## config.mk

```make
export PLATFORM = sky130hd
export DESIGN_NAME = trace_packer
export DESIGN_NICKNAME = d
export VERILOG_FILES = /design/src/rtl/trace_pkg.sv /design/src/rtl/trace_shift_merge.sv /design/src/rtl/trace_packer.sv
export SDC_FILE = /design/constraint.sdc
export NUM_CORES = 1
export LEC_CHECK = 0
export CAP_MARGIN = 20
export CORE_ASPECT_RATIO = 1.75
export CORE_MARGIN = 5
export CORE_UTILIZATION = 60
export DETAILED_ROUTE_END_ITERATION = 12
export PLACE_DENSITY = 0.84
export SLEW_MARGIN = 20
export SYNTH_ARGS = -nofsm -noshare
export SYNTH_HDL_FRONTEND = slang
export SYNTH_SLANG_ARGS = --single-unit
```

## constraint.sdc

```tcl
create_clock -name clk -period 6 [get_ports clk]
set_input_delay 0.9 -clock clk [delete_from_list [all_inputs] [get_ports clk]]
set_output_delay 0.9 -clock clk [all_outputs]
set_load 0.01 [all_outputs]
```

## src/rtl/trace_pkg.sv

```systemverilog
// rtl/trace_pkg.sv - shared types and helpers for the trace packer
package trace_pkg;

  typedef enum logic [1:0] {
    ST_IDLE  = 2'd0,
    ST_ARMED = 2'd1,
    ST_FLUSH = 2'd2,
    ST_DONE  = 2'd3
  } state_e;

  localparam int MASK_W = 64;

  function automatic int len_width(input int fpay);
    return $clog2(fpay) + 1;
  endfunction

  // Callers truncate the result to their own word width.
  function automatic logic [MASK_W-1:0] len_mask(input int l, input int fpay);
    if (l >= fpay) return {MASK_W{1'b1}};
    return (MASK_W'(1) << l) - MASK_W'(1);
  endfunction

endpackage

```

## src/rtl/trace_shift_merge.sv

```systemverilog
// rtl/trace_shift_merge.sv - merges one masked sample into the accumulator
module trace_shift_merge
  import trace_pkg::*;
#(
  parameter int Fpay = 32,
  parameter int LENW = 6
) (
  input  logic [Fpay-1:0] acc,
  input  logic [LENW-1:0] cnt,
  input  logic [Fpay-1:0] d,
  input  logic [LENW-1:0] len,
  output logic [Fpay-1:0] next_word,
  output logic            word_valid,
  output logic [Fpay-1:0] next_acc,
  output logic [LENW-1:0] next_cnt
);
  localparam int TW = LENW + 1;

  logic [Fpay-1:0]   dm;
  logic [2*Fpay-1:0] wide;
  logic [TW-1:0]     t;
  logic [TW-1:0]     t_wrap;

  always_comb begin
    dm   = d & Fpay'(len_mask(int'(len), Fpay));
    // acc has no bits set at or above cnt, so OR-ing is a clean append.
    wide = {{Fpay{1'b0}}, acc} | ({{Fpay{1'b0}}, dm} << cnt);
    t          = {1'b0, cnt} + {1'b0, len};
    t_wrap     = t - TW'(Fpay);
    word_valid = (t >= TW'(Fpay));
    next_word  = wide[Fpay-1:0];
    if (word_valid) begin
      next_acc = wide[2*Fpay-1:Fpay];
      next_cnt = t_wrap[LENW-1:0];
    end else begin
      next_acc = wide[Fpay-1:0];
      next_cnt = t[LENW-1:0];
    end
  end

endmodule

```

## src/rtl/trace_packer.sv

```systemverilog
// rtl/trace_packer.sv - packs variable-length trace samples into words for trace_buffer
module trace_packer
  import trace_pkg::*;
#(
  parameter  int Fpay      = 32,
  parameter  int MAX_WORDS = 512,
  localparam int LENW      = len_width(Fpay)
) (
  input  logic            clk,
  input  logic            reset,
  input  logic            start,
  input  logic            trigger,
  input  logic [LENW-1:0] trace_len,
  input  logic [Fpay-1:0] trace_in,
  input  logic            flush,
  output logic            wr,
  output logic [Fpay-1:0] dout,
  output logic            busy,
  output logic            done,
  output logic            overflow
);
  localparam int WCW = $clog2(MAX_WORDS + 1);

  state_e          state_q, state_d;
  logic [Fpay-1:0] acc_q, acc_d, dout_q, dout_d;
  logic [LENW-1:0] cnt_q, cnt_d;
  logic [WCW-1:0]  wcnt_q, wcnt_d, wcnt_inc;
  logic            wr_q, wr_d, ovf_q, ovf_d;

  logic [LENW-1:0] len_c, m_cnt;
  logic [Fpay-1:0] m_word, m_acc;
  logic            m_valid, sample, open_win;

  assign len_c    = (trace_len > LENW'(Fpay)) ? LENW'(Fpay) : trace_len;
  assign sample   = trigger && (len_c != '0);
  assign wcnt_inc = wcnt_q + WCW'(1);
  assign open_win = start && !flush;

  trace_shift_merge #(.Fpay(Fpay), .LENW(LENW)) u_merge (
    .acc        (acc_q),
    .cnt        (cnt_q),
    .d          (trace_in),
    .len        (len_c),
    .next_word  (m_word),
    .word_valid (m_valid),
    .next_acc   (m_acc),
    .next_cnt   (m_cnt)
  );

  always_comb begin
    state_d = state_q;
    acc_d   = acc_q;
    cnt_d   = cnt_q;
    wcnt_d  = wcnt_q;
    wr_d    = 1'b0;
    dout_d  = dout_q;
    ovf_d   = ovf_q;
    case (state_q)
      ST_IDLE: begin
        if (open_win) begin
          state_d = ST_ARMED;
          acc_d   = '0;
          cnt_d   = '0;
          wcnt_d  = '0;
        end
      end
      ST_ARMED: begin
        if (sample) begin
          acc_d = m_acc;
          cnt_d = m_cnt;
          if (m_valid) begin
            wr_d   = 1'b1;
            dout_d = m_word;
            wcnt_d = wcnt_inc;
          end
        end
        // Hitting the word limit beats a coincident flush and drops the residue.
        if (sample && m_valid && (wcnt_inc == WCW'(MAX_WORDS))) begin
          state_d = ST_DONE;
          acc_d   = '0;
          cnt_d   = '0;
        end else if (flush) begin
          state_d = ST_FLUSH;
        end
      end
      ST_FLUSH: begin
        if (cnt_q != '0) begin
          wr_d   = 1'b1;
          dout_d = acc_q;
          wcnt_d = wcnt_inc;
        end
        acc_d   = '0;
        cnt_d   = '0;
        state_d = ST_DONE;
      end
      ST_DONE: begin
        if (sample) ovf_d = 1'b1;
        if (open_win) begin
          state_d = ST_ARMED;
          ovf_d   = 1'b0;
          acc_d   = '0;
          cnt_d   = '0;
          wcnt_d  = '0;
        end
      end
      default: state_d = ST_IDLE;
    endcase
  end

  always_ff @(posedge clk or negedge reset) begin
    if (!reset) begin
      state_q <= ST_IDLE;
      acc_q   <= '0;
      cnt_q   <= '0;
      wcnt_q  <= '0;
      wr_q    <= 1'b0;
      dout_q  <= '0;
      ovf_q   <= 1'b0;
    end else begin
      state_q <= state_d;
      acc_q   <= acc_d;
      cnt_q   <= cnt_d;
      wcnt_q  <= wcnt_d;
      wr_q    <= wr_d;
      dout_q  <= dout_d;
      ovf_q   <= ovf_d;
    end
  end

  assign wr       = wr_q;
  assign dout     = dout_q;
  assign busy     = (state_q == ST_ARMED) || (state_q == ST_FLUSH);
  assign done     = (state_q == ST_DONE);
  assign overflow = ovf_q;

endmodule

```

# Yosys cells after proc, flatten, opt, wreduce, memory -nomap -nowiden
# Cells that the tools add are included.
[word_totals] word_cells=78 inputBits=43 register_bits=84 out_inout_bits=36
[op_classes] reduce_logical=17 order_cmp=3 shifts=2 n_eq_ne=10 bitwise_logic=2 add_sub_neg=4 mux=33
[ops] cell="2-to-1 mux 32 bit" n=9
[ops] cell="case mux 32 bit (3 select lines)" n=1
[ops] cell="OR 32 x 64 -> 64 bit" n=1
[ops] cell="case mux 32 bit (2 select lines)" n=1
[ops] cell="left shift 32 x 6 -> 64 bit" n=1
[ops] cell="2-to-1 mux 10 bit" n=4
[ops] cell="bitwise AND 32 bit" n=1
[ops] cell="left shift 1 x 6 -> 32 bit (first input constant)" n=1
[ops] cell="subtractor 32 x 2 -> 32 bit (second input constant)" n=1
[ops] cell="2-to-1 mux 6 bit" n=5
[ops] cell="case mux 10 bit (3 select lines)" n=1
[ops] cell="case mux 6 bit (3 select lines)" n=1
[ops] cell="nonzero test 6 bit" n=2
[ops] cell="adder 10 x 1 -> 10 bit (second input constant)" n=1
[ops] cell="== test 10 bit (second input constant)" n=1
[ops] cell="AND reduction 4 bit" n=2
[ops] cell="adder 6 x 6 -> 7 bit" n=1
[ops] cell="greater-or-equal comparator 7 x 6 -> 1 bit (second input constant)" n=1
[ops] cell="greater-or-equal comparator 6 bit (second input constant)" n=1
[ops] cell="greater-than comparator 6 bit (second input constant)" n=1
[ops] cell="2-to-1 mux 1 bit" n=6
[ops] cell="2-to-1 mux 2 bit" n=3
[ops] cell="inequality test 2 bit (second input constant)" n=3
[ops] cell="inequality test 3 bit (second input constant)" n=2
[ops] cell="other kinds (13)" n=20

# Longest topological paths before layout
[logic_depth] depth_word=12 ltp_mapped=16 mapped_depth_nobuf=12

# Modules after synthesis
# From an unflattened synthesis, not the netlist that was laid out.
[hier_totals] cells_unflattened=1235 area_unflattened_um2=9623.0
[by_module_without_submodules] module="trace_shift_merge" n_inst=1 cells_each=807 area_per_inst_um2=5485.3
[by_module_without_submodules] module="trace_packer" n_inst=1 cells_each=428 area_per_inst_um2=4137.7

# Least setup slack after synthesis
# OpenSTA, ideal clock, no wires.
[synth_path] kind="input -> register" startpoint="in trace_len[5]" endpoint="reg acc_q[0]" t_required_ns=5.855 arrival_time_ns=3.946 n_path_buf=5 setup_ns=0.145 stages=15 slack_ns=1.910 cell_sequence="buf_2 buf_2 clkbuf_1 nor2b_1 ha_1 a21oi_1 o22ai_1 mux2i_1 a41oi_1 nand2_1 clkbuf_1 buf_1 o2bb2ai_1 o211ai_1 o221ai_1"
[synth_via] elab_chain_len=12
[synth_lines] element="start: declaration" line="trace_packer.sv:13" text="input logic [LENW-1:0] trace_len,"
[synth_lines] element="greater-than comparator 6 bit" line="trace_packer.sv:34" text="assign len_c = (trace_len > LENW'(Fpay)) ? LENW'(Fpay) : trace_len;"
[synth_lines] element="2-to-1 mux 6 bit *" line="trace_packer.sv:34"
[synth_lines] element="left shift 1 x 6 -> 32 bit or greater-or-equal comparator 6 bit (tied branches)" line="trace_pkg.sv:20, trace_pkg.sv:19"
[synth_lines] element="subtractor 32 x 2 -> 32 bit or 2-to-1 mux 1 bit (tied branches)" line="trace_pkg.sv:20, trace_pkg.sv:19"
[synth_lines] element="2-to-1 mux 32 bit" line="trace_pkg.sv:20" text="return (MASK_W'(1) << l) - MASK_W'(1);"
[synth_lines] element="bitwise AND 32 bit" line="trace_shift_merge.sv:25" text="dm = d & Fpay'(len_mask(int'(len), Fpay));"
[synth_lines] element="left shift 32 x 6 -> 64 bit" line="trace_shift_merge.sv:27" text="wide = {{Fpay{1'b0}}, acc} | ({{Fpay{1'b0}}, dm} << cnt);"
[synth_lines] element="OR 32 x 64 -> 64 bit" line="trace_shift_merge.sv:27"
[synth_lines] element="2-to-1 mux 32 bit" line="trace_shift_merge.sv:32" text="if (word_valid) begin"
[synth_lines] element="2-to-1 mux 32 bit" line="trace_packer.sv:68" text="if (sample) begin"
[synth_lines] element="2-to-1 mux 32 bit" line="trace_packer.sv:78" text="if (sample && m_valid && (wcnt_inc == WCW'(MAX_WORDS))) begin"
[synth_lines] element="case mux 32 bit (3 select lines)" line="trace_packer.sv:58" text="case (state_q)"
[synth_lines] element="end signal: assignment" line="trace_packer.sv:113" text="acc_q <= '0;"
[synth_lines] element="end signal: assignment" line="trace_packer.sv:121" text="acc_q <= acc_d;"
[synth_lines] element="end: declaration" line="trace_packer.sv:25" text="logic [Fpay-1:0] acc_q, acc_d, dout_q, dout_d;"
# Mark *: on every way between the ends. The rest lies on a longest branch, timed or not. The select of a mux whose other input is x is not followed.
# A chain may end at the register's enable or synchronous reset.

# Worst setup path in the final report
[layout_path] startpoint="in trace_len[2]" endpoint="reg acc_q[27]"
# Same word-level chain as after synthesis.

==> impl_metrics.ini <==
[sta]
maxSlewHeadroom_pct = 34.0
max_clock_freq_mhz = 198
grt_setup_unrepaired = no
min_period_ps = 5040
timing.setup.tns_ps = 0
finalMaxSlewViolations = 0
post-route-period-util_pct = 84.1
skew_ps = 5.27
worst_pin_slew_ps = 987
setup_viol = 0
hold_viol_final = 0

[routing]
drtIter0Drc = 1439
finalWirelength_um = 37000
num_vias = 10400
routed-wl-met3_um = 3570
ant_nets = 0
wl_per_cell_um = 26.7
drc = 0
drt-met1-wl_um = 11700
top_layer_used = met4
wl_met2_um = 17600
dr.pass1.iters = 8
drt-vias-per-instance = 7.54

[power]
pwr_density_cell_mw_per_mm2 = 537
p_comb_share_pct = 71.2
clkPwrFrac_pct = 10.5
sw_frac_of_total_pct = 53.8
finalPower_mw = 5.34
power.internal_mw = 2.47
pwr-share-seq_pct = 18.3
ir_drop_mv = 0.238
leakage_nw = 3.89
power.switching_mw = 2.87

[clock_tree]
cts.clk_slew.worst_paths_ps = 70
clkSinkCount = 84
post_cts_resized = 0
insertion_delay_ps = 340
postCtsHoldBufs = 0
h-tree-depth = 3
cts_tree = built
cts_root_buffer = clkbuf_16
numCtsBuffers = 9
clock_path_buffers = 2
cts_setup_buffers = 0

[setup_path]
max_stage_delay_ps = 630
worst_ep_required_time_ps = 6210
r2r_cells = 9
startpoint_type = input port
endpoint_kind = register
crit_path_max_fanout = 16
rrSetupSlack_ps = 2080
cp.arrival_ps = 5260
critPathKind = in -> reg
critPathSlowestCell = clkdlybuf4s50_1
crit_chain = clkdlybuf4s50_1 > nor2_1 > nand2_1 > ha_1 > nor3b_1 > a21oi_1 > a21oi_1 > nor2_1 > o21ai_0 > o21ai_0 > o21ai_0 > a21oi_1 > o311ai_0

[synthesis]
async_reset_ff_share_pct = 100
synth.yosys.warnings = 0
synth-edff-count = 0
synth_area_leader_cell = dfrtp_1
syn-num-nets = 1228
synth_ff_type = dfrtp_1
yosys.area.top_type_share_pct = 24.0
synth_area_leaders = dfrtp_1 (24%), nand2_1 (6.1%), o21ai_0 (5.5%)
synthesis.instances = 1171
synth_cell_types = 91
yosys_register_bits = 84
syn_area_per_cell_sq_um = 7.47
syn_area_sq_mm = 0.00875
ys_seq_area_share_pct = 24.0

[cells_and_area]
multiInputGateArea_sq_mm = 0.00617
nFillCells = 1206
syn_to_final_growth_pct = 13.7
final_layout_size_suffix_gt1_share_pct = 8.80
ff_latch_area_sq_mm = 0.00210
nets = 1257

[flow_run]
drv_cap = 0

[grt]
overflow = 0
grt_max_degree = 73
grt_pass1_vias = 9993
grt_usage_pct = 43.0
antenna_found_initial = 1
grt_first_pass_wirelength_um = 56900

[die]
die_area_sq_mm = 0.0172
rows = 58
initial_utilization_pct = 60.9
core-area_sq_mm = 0.0144
die_w_um = 101
io_pins = 79
die_y_um = 170

[run_status]
outcome = complete, no violations

[worst_hold_path]
hp-class = in -> async

[placed_design]
place_congestion = 1.07
hpwl_um = 27800
port_buffers = 78
[flip-flops by register name (all words and copies together) (netlist names)]
name      cells
overflow      1
state_q       2
wr            1
cnt_q         6
acc_q        32
wcnt_q       10
dout         32
[placed cells by master, fill, tap and decap left out, drive strengths merged, types with 23 or more instances in the layout]
cell type      instances
nor3                  46
o22ai                 23
nand2                142
inv                   23
o21ai                104
clkdlybuf4s50         77
nand3                 36
mux2i                 34
buf                   38
a21oi                 95
dfrtp                 84
nor2                  91
[critical path: cells and delay by family]
kind / cells / cell delay [ps]
buf+inv: 1 / 630
fa+ha+maj: 1 / 440
compound gates: 7 / 1750
simple gates: 4 / 1530
[through the flow]
stage | instance area [sq um] | util [%] | worst slack, ps | instances | hold slack (ps)
after floorplan | 8750 | - | 1910 | 1171 | 449
after global placement | 9650 | 67.2 | 881 | 1369 | 450
after detailed placement | 9650 | 67.2 | 790 | 1369 | 467
after CTS | 9940 | 69.2 | 1100 | 1385 | 397
after global routing | 9940 | 69.2 | 702 | 1386 | 405
final | 9940 | 69.2 | 956 | 1386 | 387
[cell usage after synthesis, types with 14 or more instances]
cell type / number
a21o_1: 14
a21oi_1: 95
a31oi_1: 22
and3_1: 15
buf_2: 16
clkbuf_1: 67
dfrtp_1: 84
inv_1: 23
mux2i_1: 33
nand2_1: 142
nand3_1: 36
nor2_1: 91
nor2b_1: 19
nor3_1: 46
o211ai_1: 19
o21a_1: 16
o21ai_0: 97
o22ai_1: 23
o31ai_1: 14
[cell families (layout without fill, tap and decap cells)]
group                    count (synthesis)  count (layout)  synth area share, %
AO/OA/AOI/OAI                          455             455                 35.5
AND/OR/NAND/NOR                        434             434                 24.1
buffers and inverters                  123             157                 5.59
flip-flops                              84              84                 24.0
multiplexers                            54              54                 8.02
adder cells (fa/ha/maj)                 15              15                 2.20
XOR/XNOR                                 6               6                0.601
other                                    0               1                    0
[final cells by class]
class	instances	area share [%]
Clock inverter	4	0.503
Tap cell	180	2.27
Multi-Input combinational cell	964	62.1
Timing Repair Buffer	115	10.6
Inverter	26	0.982
Antenna cell	1	0.0252
Sequential cell	84	21.2
Clock buffer	12	2.38
[worst paths after layout]
check,start,to
min in group clk,dout[12],dout[12]
max in group asynchronous,reset,cnt_q[3]
min reg2reg,dout[12],dout[12]
max,trace_len[2],acc_q[27]
max reg2reg,cnt_q[2],acc_q[27]
min,reset,dout[15]
[per-layer routing]
metal	vias up	track usage, %
li1	4532	-
met1	4718	45.4
met2	891	71.8
met3	307	7.61
met4	0	37.4
met5	-	0
[power by group through the flow]
stage	clock network [mW]	logic [mW]	registers (mW)
3_5_place_dp	0	3.60	0.980
2_1_floorplan	0	2.36	0.962
6_report	0.560	3.80	0.978
4_1_cts	0.550	3.63	0.971
5_1_grt	0.570	4.02	1.00
3_3_place_gp	0	3.54	0.964
No activity file was read; power rests on OpenSTA's default activity.
